==> src/rtl/keypad_scan_fifo.sv <==
// rtl/keypad_scan_fifo.sv - matrix keypad scanner with frame debounce and key-event FIFO
module keypad_scan_fifo #(
    parameter int ROWS       = 4,
    parameter int COLS       = 4,
    parameter int SCAN_DIV   = 16,
    parameter int DEBOUNCE   = 3,
    parameter int FIFO_DEPTH = 8
) (
    input  logic                          iCLK,
    input  logic                          iRST,
    input  logic [ROWS-1:0]               iROW,
    output logic [COLS-1:0]               oCOL,
    output logic [ROWS*COLS-1:0]          oKEYST,
    input  logic                          iPOP,
    output logic [7:0]                    oKEYDATA,
    output logic                          oVALID,
    output logic [$clog2(FIFO_DEPTH):0]   oCOUNT,
    output logic                          oOVF,
    input  logic                          iOVF_CLR,
    input  logic                          iIRQ_EN,
    output logic                          oIRQ
);

    localparam int NKEYS = ROWS * COLS;
    localparam int CW    = $clog2(COLS);
    localparam int DW    = $clog2(SCAN_DIV);
    localparam int SW    = $clog2(DEBOUNCE + 1);
    localparam int PW    = $clog2(FIFO_DEPTH);
    localparam int IW    = $clog2(NKEYS);

    localparam logic [CW-1:0] COL_LAST   = CW'(COLS - 1);
    localparam logic [DW-1:0] DWELL_LAST = DW'(SCAN_DIV - 1);
    localparam logic [SW-1:0] STABLE_MAX = SW'(DEBOUNCE);
    localparam logic [6:0]    IDX_LAST   = 7'(NKEYS - 1);
    localparam logic [PW:0]   FULL_COUNT = (PW+1)'(FIFO_DEPTH);

    typedef enum logic {SCAN, COMMIT} state_t;

    state_t            state;
    state_t            state_next;
    logic [CW-1:0]     col;
    logic [DW-1:0]     dwell;
    logic [NKEYS-1:0]  raw;
    logic [NKEYS-1:0]  raw_next;
    logic [NKEYS-1:0]  prev;
    logic [NKEYS-1:0]  keyst;
    logic [NKEYS-1:0]  diff;
    logic [SW-1:0]     stable;
    logic [SW-1:0]     stable_next;
    logic [6:0]        idx;
    logic [IW-1:0]     idx_s;
    logic              capture;
    logic              frame_end;
    logic              start_commit;
    logic              push;
    logic [7:0]        push_data;

    logic [7:0]        mem [FIFO_DEPTH];
    logic [PW-1:0]     rd_ptr;
    logic [PW-1:0]     wr_ptr;
    logic [PW:0]       count;
    logic              full;
    logic              pop;
    logic              do_write;
    logic              drop;
    logic              ovf;
    logic              irq;

    assign idx_s = idx[IW-1:0];

    always_ff @(posedge iCLK or negedge iRST) begin
        if (!iRST) begin
            state <= SCAN;
        end else begin
            state <= state_next;
        end
    end

    always_comb begin
        state_next   = state;
        capture      = 1'b0;
        frame_end    = 1'b0;
        start_commit = 1'b0;
        push         = 1'b0;
        push_data    = {keyst[idx_s], idx};
        raw_next     = raw;
        stable_next  = stable;
        oCOL         = '1;
        case (state)
            SCAN: begin
                oCOL = ~(COLS'(1) << col);
                if (dwell == DWELL_LAST) begin
                    capture = 1'b1;
                    for (int k = 0; k < NKEYS; k++) begin
                        if ((k % COLS) == int'(col)) begin
                            raw_next[k] = ~iROW[k / COLS];
                        end
                    end
                    // The whole frame is judged once the last column has been sampled.
                    if (col == COL_LAST) begin
                        frame_end = 1'b1;
                        if (raw_next != prev) begin
                            stable_next = '0;
                        end else if (stable != STABLE_MAX) begin
                            stable_next = stable + 1'b1;
                        end
                        if (stable_next == STABLE_MAX && raw_next != keyst) begin
                            start_commit = 1'b1;
                            state_next   = COMMIT;
                        end
                    end
                end
            end
            COMMIT: begin
                push = diff[idx_s];
                if (idx == IDX_LAST) begin
                    state_next = SCAN;
                end
            end
            default: state_next = SCAN;
        endcase
    end

    always_ff @(posedge iCLK or negedge iRST) begin
        if (!iRST) begin
            col    <= '0;
            dwell  <= '0;
            raw    <= '0;
            prev   <= '0;
            keyst  <= '0;
            diff   <= '0;
            stable <= '0;
            idx    <= '0;
        end else begin
            raw    <= raw_next;
            stable <= stable_next;
            if (state == SCAN) begin
                if (capture) begin
                    dwell <= '0;
                    col   <= (col == COL_LAST) ? '0 : col + 1'b1;
                end else begin
                    dwell <= dwell + 1'b1;
                end
                if (frame_end) begin
                    prev <= raw_next;
                end
                if (start_commit) begin
                    diff  <= raw_next ^ keyst;
                    keyst <= raw_next;
                    idx   <= '0;
                end
            end else begin
                idx <= idx + 1'b1;
                if (state_next == SCAN) begin
                    col   <= '0;
                    dwell <= '0;
                end
            end
        end
    end

    // A pop frees the head slot, so a push into a full FIFO still lands when paired with a pop.
    assign full     = (count == FULL_COUNT);
    assign pop      = iPOP & oVALID;
    assign do_write = push & (~full | pop);
    assign drop     = push & full & ~pop;

    always_ff @(posedge iCLK) begin
        if (do_write) begin
            mem[wr_ptr] <= push_data;
        end
    end

    always_ff @(posedge iCLK or negedge iRST) begin
        if (!iRST) begin
            rd_ptr <= '0;
            wr_ptr <= '0;
            count  <= '0;
            ovf    <= 1'b0;
            irq    <= 1'b0;
        end else begin
            if (do_write) begin
                wr_ptr <= wr_ptr + 1'b1;
            end
            if (pop) begin
                rd_ptr <= rd_ptr + 1'b1;
            end
            case ({do_write, pop})
                2'b10:   count <= count + 1'b1;
                2'b01:   count <= count - 1'b1;
                default: count <= count;
            endcase
            if (drop) begin
                ovf <= 1'b1;
            end else if (iOVF_CLR) begin
                ovf <= 1'b0;
            end
            irq <= oVALID & iIRQ_EN;
        end
    end

    assign oVALID   = (count != '0);
    assign oKEYDATA = oVALID ? mem[rd_ptr] : 8'h00;
    assign oCOUNT   = count;
    assign oKEYST   = keyst;
    assign oOVF     = ovf;
    assign oIRQ     = irq;

endmodule

==> config.mk <==
export PLATFORM = sky130hd
export DESIGN_NAME = keypad_scan_fifo
export DESIGN_NICKNAME = d
export VERILOG_FILES = /design/src/rtl/keypad_scan_fifo.sv
export SDC_FILE = /design/constraint.sdc
export NUM_CORES = 1
export LEC_CHECK = 0
export ABC_AREA = 0
export CAP_MARGIN = 10
export CORE_ASPECT_RATIO = 2
export CORE_MARGIN = 2
export CORE_UTILIZATION = 46
export DETAILED_ROUTE_END_ITERATION = 6
export GPL_TIMING_DRIVEN = 0
export MAX_ROUTING_LAYER = met4
export PLACE_DENSITY = 0.67
export SETUP_SLACK_MARGIN = 0.05
export SYNTH_ARGS = -nofsm -noshare
export SYNTH_HDL_FRONTEND = slang
export SYNTH_SLANG_ARGS = --single-unit
==> constraint.sdc <==
create_clock -name iCLK -period 3.1 [get_ports iCLK]
set_input_delay 0.62 -clock iCLK [delete_from_list [all_inputs] [get_ports iCLK]]
set_output_delay 0.62 -clock iCLK [all_outputs]
set_load 0.02 [all_outputs]
Word-level counts from Yosys, hierarchy flattened. Memories as Yosys holds them, arrays and structs flattened. Index checks and enable logic that the tools add are counted.

Bits of input ports: 9. Word-level logic and storage cells: 152. Memories: 1. RAM bits: 64. Output and inout bits: 35. Register bits after elaboration: 92.

Reduce and logical (&&, ||, !) cells: 11. Order comparisons: 1. Shifts and indexed selects: 1. Add/subtract/negate cells: 8. Eq/ne operators: 14. Multiplexer cells: 87. Bitwise operators: 15.

Memories: mem (words 8, bits a word 8, read ports 1, clocked after Yosys merged registers in 0, wr ports 1, RTL line 58) `logic [7:0] mem [FIFO_DEPTH];`.

Operators with widths (count): $mux 1 (65); $mux 16 (2); $ne 16x16->1 (2); $mux 2 (9); $mux 4 (4); $xor 16x16->16 (1); $mux 7 (2); $add 4x1->4 const B (2); $bmux 1 s4 (2); $eq 4x4->1 const B (2); $mux 8 (1); $pmux 4 s2 (1); $reduce_bool 2->1 (4); $add 7x1->7 const B (1); $eq 7x4->1 const B (1); $not 1->1 (7); $add 3x1->3 const B (2); $eq 2x2->1 const B (3); $reduce_and 2->1 (3); $and 1x1->1 (5); $lt 4x5->1 const B (1); $add 2x1->2 const B (2); $eq 2x2->1 const A (2); $ne 2x2->1 const B (2); 11 further kinds (11).

Logic depth before layout (Yosys ltp). Gate-level depths: netlist of run 1.

Depth in word-level cells: 17. Mapped depth: 13. Mapped depth without buffers: 12.

Worst setup path before layout of run 1. OpenSTA, ideal clock, no wires.

Kind: register -> register. Start point: register idx[0]. End point: memory mem[4][0], enable pin. Stages on the path, launching flop included: 8. Path buffers: 1. Clock period less this slack: 2.901 ns. Arrival time: 2.503 ns. Setup slack: 0.199 ns. Cell sequence: dfrtp_1 buf_2 mux4_2 mux2i_1 nand2_1 o211a_1 nand2_1 nor4b_1.

Longest elaborated chain between the ends: 6.

RTL lines: from (decl) (RTL line 50) `logic [6:0] idx;`; from (signal assigned) (RTL line 153) `idx <= idx + 1'b1;`; $bmux 1 s4 (RTL line 115) `push = diff[idx_s];`; $mux 1 (not written as such) (RTL line 115); $mux 1 (RTL line 89) `case (state)`; $and 1x1->1 (RTL line 165) `assign do_write = push & (~full | pop);`; $mux 1 (RTL line 169) `if (do_write) begin`; $mux 1 (not written as such) (RTL line 170) `mem[wr_ptr] <= push_data;`; to (decl) (RTL line 58).

Every way passes these cells. The select of a mux whose other input is x is not followed.

Worst setup path in the final report of run 1.
Start point: input port iROW[1]. End point: register keyst[2] (netlist: oKEYST[2]).

Longest elaborated chain between the ends: 16. Elaborated cells on any way between the ends: 26.

RTL lines: from (decl) (RTL line 11) `input logic [ROWS-1:0] iROW,`; $not 1->1 * (RTL line 96) `raw_next[k] = ~iROW[k / COLS];`; $mux 1 (RTL line 95) `if ((k % COLS) == int'(col)) begin`; $mux 1 (RTL line 92) `if (dwell == DWELL_LAST) begin`; $mux 1 (RTL line 89); $ne 16x16->1 (RTL line 102) `if (raw_next != prev) begin`; $mux 2 (RTL line 102); $mux 2 (RTL line 100) `if (col == COL_LAST) begin`; $mux 2 (RTL line 92); $mux 2 (RTL line 89); $eq 2x2->1 (RTL line 107) `if (stable_next == STABLE_MAX && raw_next != keyst) begin`; $logic_and 1x1->1 * (RTL line 107); $mux 1 * (RTL line 107); $mux 1 * (RTL line 100); $mux 1 * (RTL line 92); $mux 1 * (RTL line 89); $reduce_and 2->1 (no source line) *; to (signal assigned) (RTL line 149) `keyst <= raw_next;`; to (decl) (RTL line 46) `logic [NKEYS-1:0] keyst;`.

Mark *: on every way between the ends. The rest lies on a longest branch, timed or not. The select of a mux whose other input is x is not followed. A chain may end at the register's enable or synchronous reset.

==> results.yml, run 1 <==
finish:
  multi_input_area_um2: 2980
  drive_above_1_share_pct: 22.7
  num_antenna_cells: 0
  final_nets: 640
  fillCellCount: 1209
  final_area_um2: 8900
  postLayoutCoreUtil_pct: 58.2
  layout_commonest_cell: "dfrtp_1"
  final_cell_mix: "dfrtp_1, edfxtp_1, nand2_1"
  synthToLayoutAreaGrowth_pct: 23.1
  layout.area.seq_um2: 4230
placed_design:
  placed_area_um2: 7980
  gp_congestion: 0.881
  dp_hpwl_um: 12400
  dp_slack_ns: -0.999
  io_buffers: 43
sta:
  final_max_slew_viol_count: 0
  final.min_clock_period_ns: 2.97
  finalSetupTns_ns: 0
  tightest_slew_ns: 0.761
  hold_viol_final: 0
  fmax_mhz: 337
  skew_ns: 0.0105
  finalSetupViolCount: 0
  rsz0062_at_grt: "true"
  slew_headroom_pct: 49.0
  post-route-period-util_pct: 95.8
  fin_ws_ns: 0.130
clock_network:
  numCtsBuffers: 17
  cts_tree: "done"
  cts.htree.levels: 4
  root_buffer: "clkbuf_16"
  clock_path_buffers: 2
  cts.reportedPaths.clkPinSlew_ns: 0.07
  insertion_delay_ns: 0.42
  cts_sinks: 156
die:
  ios: 44
  die_y_um: 181
  die-area_um2: 16800
  core_area_um2: 15300
  rows: 64
  dieWidth_um: 92.6
  start_util_pct: 47.2
synthesis:
  ys_ff_latch: 156
  synthesis.nets: 555
  async_reset_ff_share_pct: 59.0
  synth-seq-area-share_pct: 58.5
  synthTopCellsByArea: "dfrtp_1, edfxtp_1, mux4_2"
  netlist.top_cell.by_area: "dfrtp_1"
  synth_cell_types: 45
  yosys_most_used_dff: "dfrtp_1"
  yosysWarnings: 0
  netlist_instances: 535
  synth_top_area_share_pct: 31.9
  synth_area_um2: 7220
  synth-edff-count: 64
  synth.avg_cell_area_um2: 13.5
pwr:
  p_int_mw: 3.33
  p_sw_share_pct: 22.7
  power.density_nw_per_um2: 484
  p_comb_share_pct: 3.3
  power.leakage_nw: 3.52
  p_seq_share_pct: 50.2
  ir_drop_mv: 0.415
  power_switching_mw: 0.977
  clockPowerShare_pct: 46.4
grt:
  grt_antenna_before_repair: 0
  track_usage_pct: 22.4
  grt_max_degree: 70
  use_met2_pct: 41.4
  gr-total-overflow: 0
  grt_first_pass_wirelength_um: 27200
  met3_usage_pct: 3.34
  grt-busiest-layer: "met2"
  grtUsageMet1_pct: 21.8
  grt_pass1_vias: 4994
drt:
  vias_per_cell: 5.55
  drc: 0
  routed_wl_um: 17200
  first_iter_violations: 285
  ant_nets: 0
  via_count: 4608
  routedWlPerCell_um: 20.7
  first_pass_iters: 5
run:
  cap_violations: 0
worst_setup_path:
  cp_data_arrival_time_ns: 3.26
  r2r_cells: 11
  critPathLaunchType: "primary input"
  setup.worst_path.end_class: "flop"
  crit_start: "iROW[1]"
  cp.required_ns: 3.39
  reg2reg_from: "col[1]$_DFFE_PN0P_"
  regToRegSetupSlack_ns: 0.17
  critPathKind: "in -> reg"
  r2r-end: "oKEYST[2]$_DFFE_PN0P_"
  cp_max_fo: 10
  cp-endpoint: "oKEYST[2]$_DFFE_PN0P_"
outcome:
  status: "finished clean"
hold_path:
  hold_path.class: "in -> async"
==> per-layer routing <==
metal	part of all wire (%)	up-vias
met1	34	2329
met2	57	127
met5	0	-
met3	2.5	49
li1	-	2103
met4	5.8	0
==> worst max-delay path, cell delays in order <==
cell and delay, ns:
clkdlybuf4s50_1 0.55, inv_2 0.12, mux2_4 0.31, xor2_1 0.16, nor4_1 0.30, nand4_1 0.27, nor4_4 0.25, buf_12 0.18
buf_8 0.15, mux2_1 0.35
==> Yosys cell counts, drive strengths merged (7+ instances only) <==
library cell	number
mux4	25
ha	10
a21o	11
nor2	19
xnor2	32
edfxtp	64
inv	16
dfrtp	92
xor2	26
nand3	7
mux2i	20
clkbuf	12
nand2	62
buf	13
nor4	11
o21ai	34
mux2	38
==> final cells by class <==
type	count	share of cell area (%)
Inverter	16	0.675
Clock inverter	14	1.53
Clock buffer	18	4.82
Multi-Input combinational cell	338	33.5
Sequential cell	156	47.5
Tap cell	198	2.78
Timing Repair Buffer	66	6.93
Buffer	25	2.18
==> power by group through the flow <==
stage | logic, mW | registers (mW) | clock network [mW]
after floorplan | 0.0578 | 2.20 | 0
after global placement | 0.120 | 2.20 | 0
after detailed placement | 0.126 | 2.20 | 0
after CTS | 0.139 | 2.16 | 2.03
after global routing | 0.154 | 2.16 | 2.12
final | 0.143 | 2.16 | 2.00
==> timing repair <==
item / CTS / global route
gates resized for setup: 51 / 25
hold buffers: 0 / 0
pin swaps: 3 / 6
endpoints found under the setup margin: 91 / 48
buffers inserted: 7 / 9
==> flip-flops by register name, summed over array words and instances (netlist names) <==
register  cells
col           2
diff         16
dwell         4
idx           7
mem          64
oCOUNT        4
oIRQ          1
oKEYST       16
oOVF          1
prev         16
raw          16
rd_ptr        3
stable        2
state         1
wr_ptr        3
==> logic make-up (layout without fill, tap and decap cells) <==
logic type               after synthesis  after routing  synth area share (%)
AO/OA/AOI/OAI                         62             62                  5.13
XOR/XNOR                              58             58                  7.03
adder cells (fa/ha/maj)               11             11                  2.01
buffers and inverters                 41            139                  2.62
flip-flops                           156            156                  58.5
multiplexers                          83             83                  16.6
AND/OR/NAND/NOR                      124            124                  8.16
==> worst min path at each step <==
stage                              start                    to  cells past startpoint
floorplan                           iRST    col[0]$_DFFE_PN0P_                      0
global placement    diff[14]$_DFFE_PN0P_  diff[14]$_DFFE_PN0P_                      1
detailed placement   diff[9]$_DFFE_PN0P_   diff[9]$_DFFE_PN0P_                      1
CTS                                 iRST  diff[14]$_DFFE_PN0P_                      1
global route                        iRST  diff[12]$_DFFE_PN0P_                      1
finish                              iRST  diff[12]$_DFFE_PN0P_                      1
==> per-stage QoR <==
stage	hold slack (ns)	total power, mW	std cells
2_1_floorplan	0.324	2.26	535
3_3_place_gp	0.465	2.32	776
3_5_place_dp	0.474	2.33	783
4_1_cts	0.102	4.33	822
5_1_grt	0.115	4.43	831
6_report	0.0993	4.30	831
Note: power is estimated with default switching activity, not from simulation.
==> run 2, diff against run 1 <==
- PLACE_DENSITY: 0.67 -> 0.71
==> results.yml, run 2 (synthesis gave the netlist of run 1 again) <==
finish:
  largest_register_ffs: 64
  synthToLayoutAreaGrowth_pct: 22.9
  fillCellCount: 1182
  final_cell_mix: "dfrtp_1, edfxtp_1, nand2_1"
  layout_commonest_cell: "dfrtp_1"
  num_antenna_cells: 0
  fin_cells: 829
  postLayoutCoreUtil_pct: 58.1
  layout.area.seq_um2: 4230
  largest_register: "mem"
  final_nets: 638
  multi_input_area_um2: 3000
  drive_above_1_share_pct: 22.2
clock_network:
  holdBufCountCts: 0
  insertion_delay_ns: 0.42
  cts.reportedPaths.clkPinSlew_ns: 0.07
  root_buffer: "clkbuf_16"
  numCtsBuffers: 17
  clock_path_buffers: 2
  cts.htree.levels: 4
  cts_sinks: 156
  cts_tree: "done"
worst_setup_path:
  regToRegSetupSlack_ns: 0.10
  reg2reg_from: "col[0]$_DFFE_PN0P_"
  cp.required_ns: 3.40
  cp_data_arrival_time_ns: 3.30
  r2r_cells: 11
  setup.worst_path.end_class: "flop"
  critPathLaunchType: "flop"
  cp_max_fo: 10
  crit_start: "col[0]$_DFFE_PN0P_"
  cp-endpoint: "diff[8]$_DFFE_PN0P_"
  r2r-end: "diff[8]$_DFFE_PN0P_"
  critPathKind: "reg -> reg"
sta:
  post-route-period-util_pct: 96.6
  finalSetupViolCount: 0
  worst_hold_slack_ns: 0.233
  rsz0062_at_grt: "false"
  slew_headroom_pct: 47.6
  hold_viol_final: 0
  finalSetupTns_ns: 0
  final.min_clock_period_ns: 3.00
  skew_ns: 0.0108
  final_max_slew_viol_count: 0
  fmax_mhz: 334
  tightest_slew_ns: 0.781
pwr:
  ir_drop_mv: 0.425
  power.leakage_nw: 3.51
  p_total_mw: 4.34
  power.density_nw_per_um2: 488
grt:
  track_usage_pct: 21.4
  gr-total-overflow: 0
  grt_max_degree: 52
  grt_first_pass_wirelength_um: 26400
  grt_antenna_before_repair: 0
  grt_pass1_vias: 5010
drt:
  routedWlPerCell_um: 20.1
  routed_wl_um: 16600
  first_pass_iters: 4
  drc: 0
  first_iter_violations: 246
  ant_nets: 0
  via_count: 4568
  vias_per_cell: 5.51
hold_path:
  hold_path.class: "in -> async"
placed_design:
  dp_hpwl_um: 12100
  dp_cells: 781
  io_buffers: 43
  gp_congestion: 0.891
die:
  start_util_pct: 47.2
  die_y_um: 181
  core_area_um2: 15300
  ios: 44
  dieWidth_um: 92.6
  rows: 64
  die-area_um2: 16800
outcome:
  status: "finished clean"
run:
  cap_violations: 0
[run 2: changes by cell type in the layout (fill, tap and decap cells not counted), sizes merged, moves of 2 or more]
cell,previous run,this run
buf,39,37
clkdlybuf4s50,32,34
clkinv,5,2
inv,21,25
[run 2: report_power, final]
group          switching (mW)  internal (mW)  total [mW]  leakage [nW]
Clock                   0.904           1.14        2.04         0.279
Sequential             0.0109           2.15        2.16          1.52
Combinational          0.0804         0.0520       0.132          1.72
Total                   0.995           3.34        4.34          3.51
[run 2: how the worst min path moves through the flow]
stage | startpoint | end | slack [ns]
after global placement | diff[3]$_DFFE_PN0P_ | diff[3]$_DFFE_PN0P_ | 0.46
after global routing | iRST | dwell[2]$_DFFE_PN0P_ | 0.29
after CTS | iRST | col[1]$_DFFE_PN0P_ | 0.25
final | iRST | dwell[0]$_DFFE_PN0P_ | 0.23
after floorplan | iRST | col[0]$_DFFE_PN0P_ | 0.32
after detailed placement | diff[5]$_DFFE_PN0P_ | diff[5]$_DFFE_PN0P_ | 0.47
[run 2: timing repair]
action,4_1_cts,5_1_grt
endpoints found under the hold margin,0,0
pin swaps,4,6
setup buffers,6,10
resized for setup,44,22
setup endpoints to repair,91,52
[run 2: area by class of cell]
class / instances / share of cell area [%]
clock inverters: 15 / 1.75
plain buffers: 25 / 2.01
repair buffers: 64 / 6.63
well taps: 198 / 2.79
clock buffers: 17 / 4.79
inverters: 16 / 0.676
multi-input cells: 338 / 33.8
flip-flops and latches: 156 / 47.6
[run 2: routing by layer]
metal / global-route usage [%] / routed length [µm]
met1: 20.6 / 5580
met2: 39.9 / 9840
met3: 3.75 / 465
met4: 10.6 / 748
met5: - / 0
[run 2: critical path, cell delays in order (launching register included)]
cell	delay (ns)
dfrtp_2	0.44
inv_2	0.07
ha_1	0.16
buf_6	0.19
mux2i_4	0.31
xnor2_1	0.11
nor4_2	0.43
nand4_1	0.26
nor4_4	0.20
buf_6	0.19
buf_6	0.17
mux2_1	0.33
[run 2: stage by stage]
step,worst slack [ns],cell area (µm²)
after floorplan,0.199,7220
after global placement,-1.98,7900
after detailed placement,-1.22,7970
after CTS,0.0509,8720
after global routing,0.0118,8880
final,0.104,8880
==> run 3, diff against run 2 <==
- CORE_UTILIZATION: 46 -> 35
- PLACE_DENSITY: 0.71 -> 0.58
- clock period: 3.1 -> 2.55 ns (I/O delays scaled with it)
==> results.yml, run 3 (synthesis gave the netlist of run 1 again) <==
grt:
  use_met2_pct: 35.9
  grt_first_pass_wirelength_um: 29300
  grt_max_degree: 60
  grt-busiest-layer: "met2"
  grt_antenna_before_repair: 0
  gr-total-overflow: 0
  grt_pass1_vias: 5213
  track_usage_pct: 18.2
  met3_usage_pct: 1.98
  grtUsageMet1_pct: 17.0
clock_network:
  root_buffer: "clkbuf_16"
  cts.reportedPaths.clkPinSlew_ns: 0.07
  cts.htree.levels: 4
  cts_sinks: 156
  numCtsBuffers: 17
  insertion_delay_ns: 0.43
  cts_tree: "done"
  clock_path_buffers: 2
pwr:
  power.density_nw_per_um2: 551
  ir_drop_mv: 0.483
  power.leakage_nw: 3.73
  p_total_mw: 5.34
finish:
  num_antenna_cells: 0
  fin_cells: 920
  final_nets: 661
  largest_register_ffs: 64
  drive_above_1_share_pct: 33.9
  final_cell_mix: "dfrtp_1, edfxtp_1, nand2_1"
  largest_register: "mem"
  multi_input_area_um2: 3300
  synthToLayoutAreaGrowth_pct: 34.3
  layout_commonest_cell: "dfrtp_1"
  layout.area.seq_um2: 4230
  fillCellCount: 1819
worst_setup_path:
  cp_data_arrival_time_ns: 3.27
  critPathKind: "reg -> reg"
  cp_max_fo: 6
  critPathLaunchType: "flop"
  setup.worst_path.end_class: "flop"
  path_cells: "inv_4 -> ha_4 -> buf_12 -> mux2i_4 -> buf_6 -> xnor2_1 -> nor4_1 -> and4bb_2 -> nor4_4 -> buf_6 -> buf_12 -> buf_16 -> mux2_4"
  max_stage_delay_ns: 0.46
  regToRegSetupSlack_ns: -0.42
  cp.required_ns: 2.86
  slowest_stage: "dfrtp_2"
sta:
  rsz0062_at_grt: "true"
  fin_ws_ns: -0.418
  skew_ns: 0.0103
  tightest_slew_ns: 0.694
  final.min_clock_period_ns: 2.97
  final_max_slew_viol_count: 0
  slew_headroom_pct: 53.2
  post-route-period-util_pct: 116
  fmax_mhz: 337
  hold_viol_final: 0
  finalSetupViolCount: 42
outcome:
  status: "finished with violations"
  violations: "setup timing"
die:
  dieWidth_um: 106
  die-area_um2: 21900
  rows: 74
  core_area_um2: 20400
  ios: 44
  start_util_pct: 35.5
  die_y_um: 207
drt:
  drc: 0
  routed_wl_um: 18600
  first_iter_violations: 250
  first_pass_iters: 4
  ant_nets: 0
  routedWlPerCell_um: 20.2
  vias_per_cell: 5.04
  via_count: 4639
placed_design:
  io_buffers: 43
  dp_cells: 845
  dp_slack_ns: -1.52
  dp_hpwl_um: 13100
  gp_congestion: 0.894
hold_path:
  hold_path.class: "in -> async"
run:
  cap_violations: 0
-- run 3: cell count changes in the layout (fill, tap and decap cells not counted), sizes merged --
cell           previous run  this run
clkinvlp                  3         2
dlygate4sd2               8         2
inv                      25        26
clkdlybuf4s50            34        29
dlymetal6s2s              0         3
clkbuf                   27        30
buf                      37        65
-- run 3: metrics by stage --
| stage | area [µm²] | TNS [ns] | hold slack (ns) | utilization, % |
|---|---|---|---|---|
| final | 9710 | -13.42 | 0.0411 | 47.6 |
| after global routing | 9710 | -17.28 | 0.0723 | 47.6 |
| after CTS | 9510 | -8.47 | 0.0490 | 46.7 |
| after detailed placement | 8140 | -91.38 | 0.475 | 40.0 |
| after global placement | 8120 | -313.00 | 0.467 | 39.9 |
| after floorplan | 7360 | -7.32 | 0.214 | - |
-- run 3: layer usage --
metal	share of wire [%]	wire length (µm)
met4	3.6	677
met2	62	11500
met3	1.9	357
met5	0	0
met1	33	6100
-- run 3: path summary, 6_finish.rpt --
check | start | endpoint | cells past startpoint
min in group iCLK | prev[3]$_DFFE_PN0P_ | prev[3]$_DFFE_PN0P_ | 1
hold / removal | iRST | oKEYST[12]$_DFFE_PN0P_ | 1
setup / recovery | col[1]$_DFFE_PN0P_ | diff[12]$_DFFE_PN0P_ | 13
hold reg to reg | prev[3]$_DFFE_PN0P_ | prev[3]$_DFFE_PN0P_ | 1
max in group asynchronous | iRST | col[0]$_DFFE_PN0P_ | 2
setup reg to reg | col[1]$_DFFE_PN0P_ | diff[12]$_DFFE_PN0P_ | 13
-- run 3: timing repair --
action / in CTS / in global routing
setup endpoints to repair: 122 / 112
hold buffers: 0 / 0
pin swaps: 18 / 9
cloned: 2 / 1
resized for setup: 142 / 27
setup buffers: 33 / 10
-- run 3: layout make-up --
class / instances / share of cell area [%]
Buffer: 24 / 2.46
Sequential cell: 156 / 43.6
Clock buffer: 17 / 4.38
Multi-Input combinational cell: 338 / 34.0
Timing Repair Buffer: 88 / 9.76
Inverter: 16 / 0.670
Tap cell: 266 / 3.43
Clock inverter: 15 / 1.73
-- run 3: report_power, final --
part           switching (mW)  internal [mW]
Clock                    1.14           1.40
Sequential             0.0130           2.61
Combinational           0.108         0.0671
-- run 3: worst max-delay path, delay by kind of cell, from the launching register on --
kind	cells	cell delay, ns
multiplexers	2	0.69
buffers and inverters	6	0.82
flip-flops	1	0.46
XOR/XNOR	1	0.12
AND/OR/NAND/NOR	3	0.60
adder cells (fa/ha/maj)	1	0.13
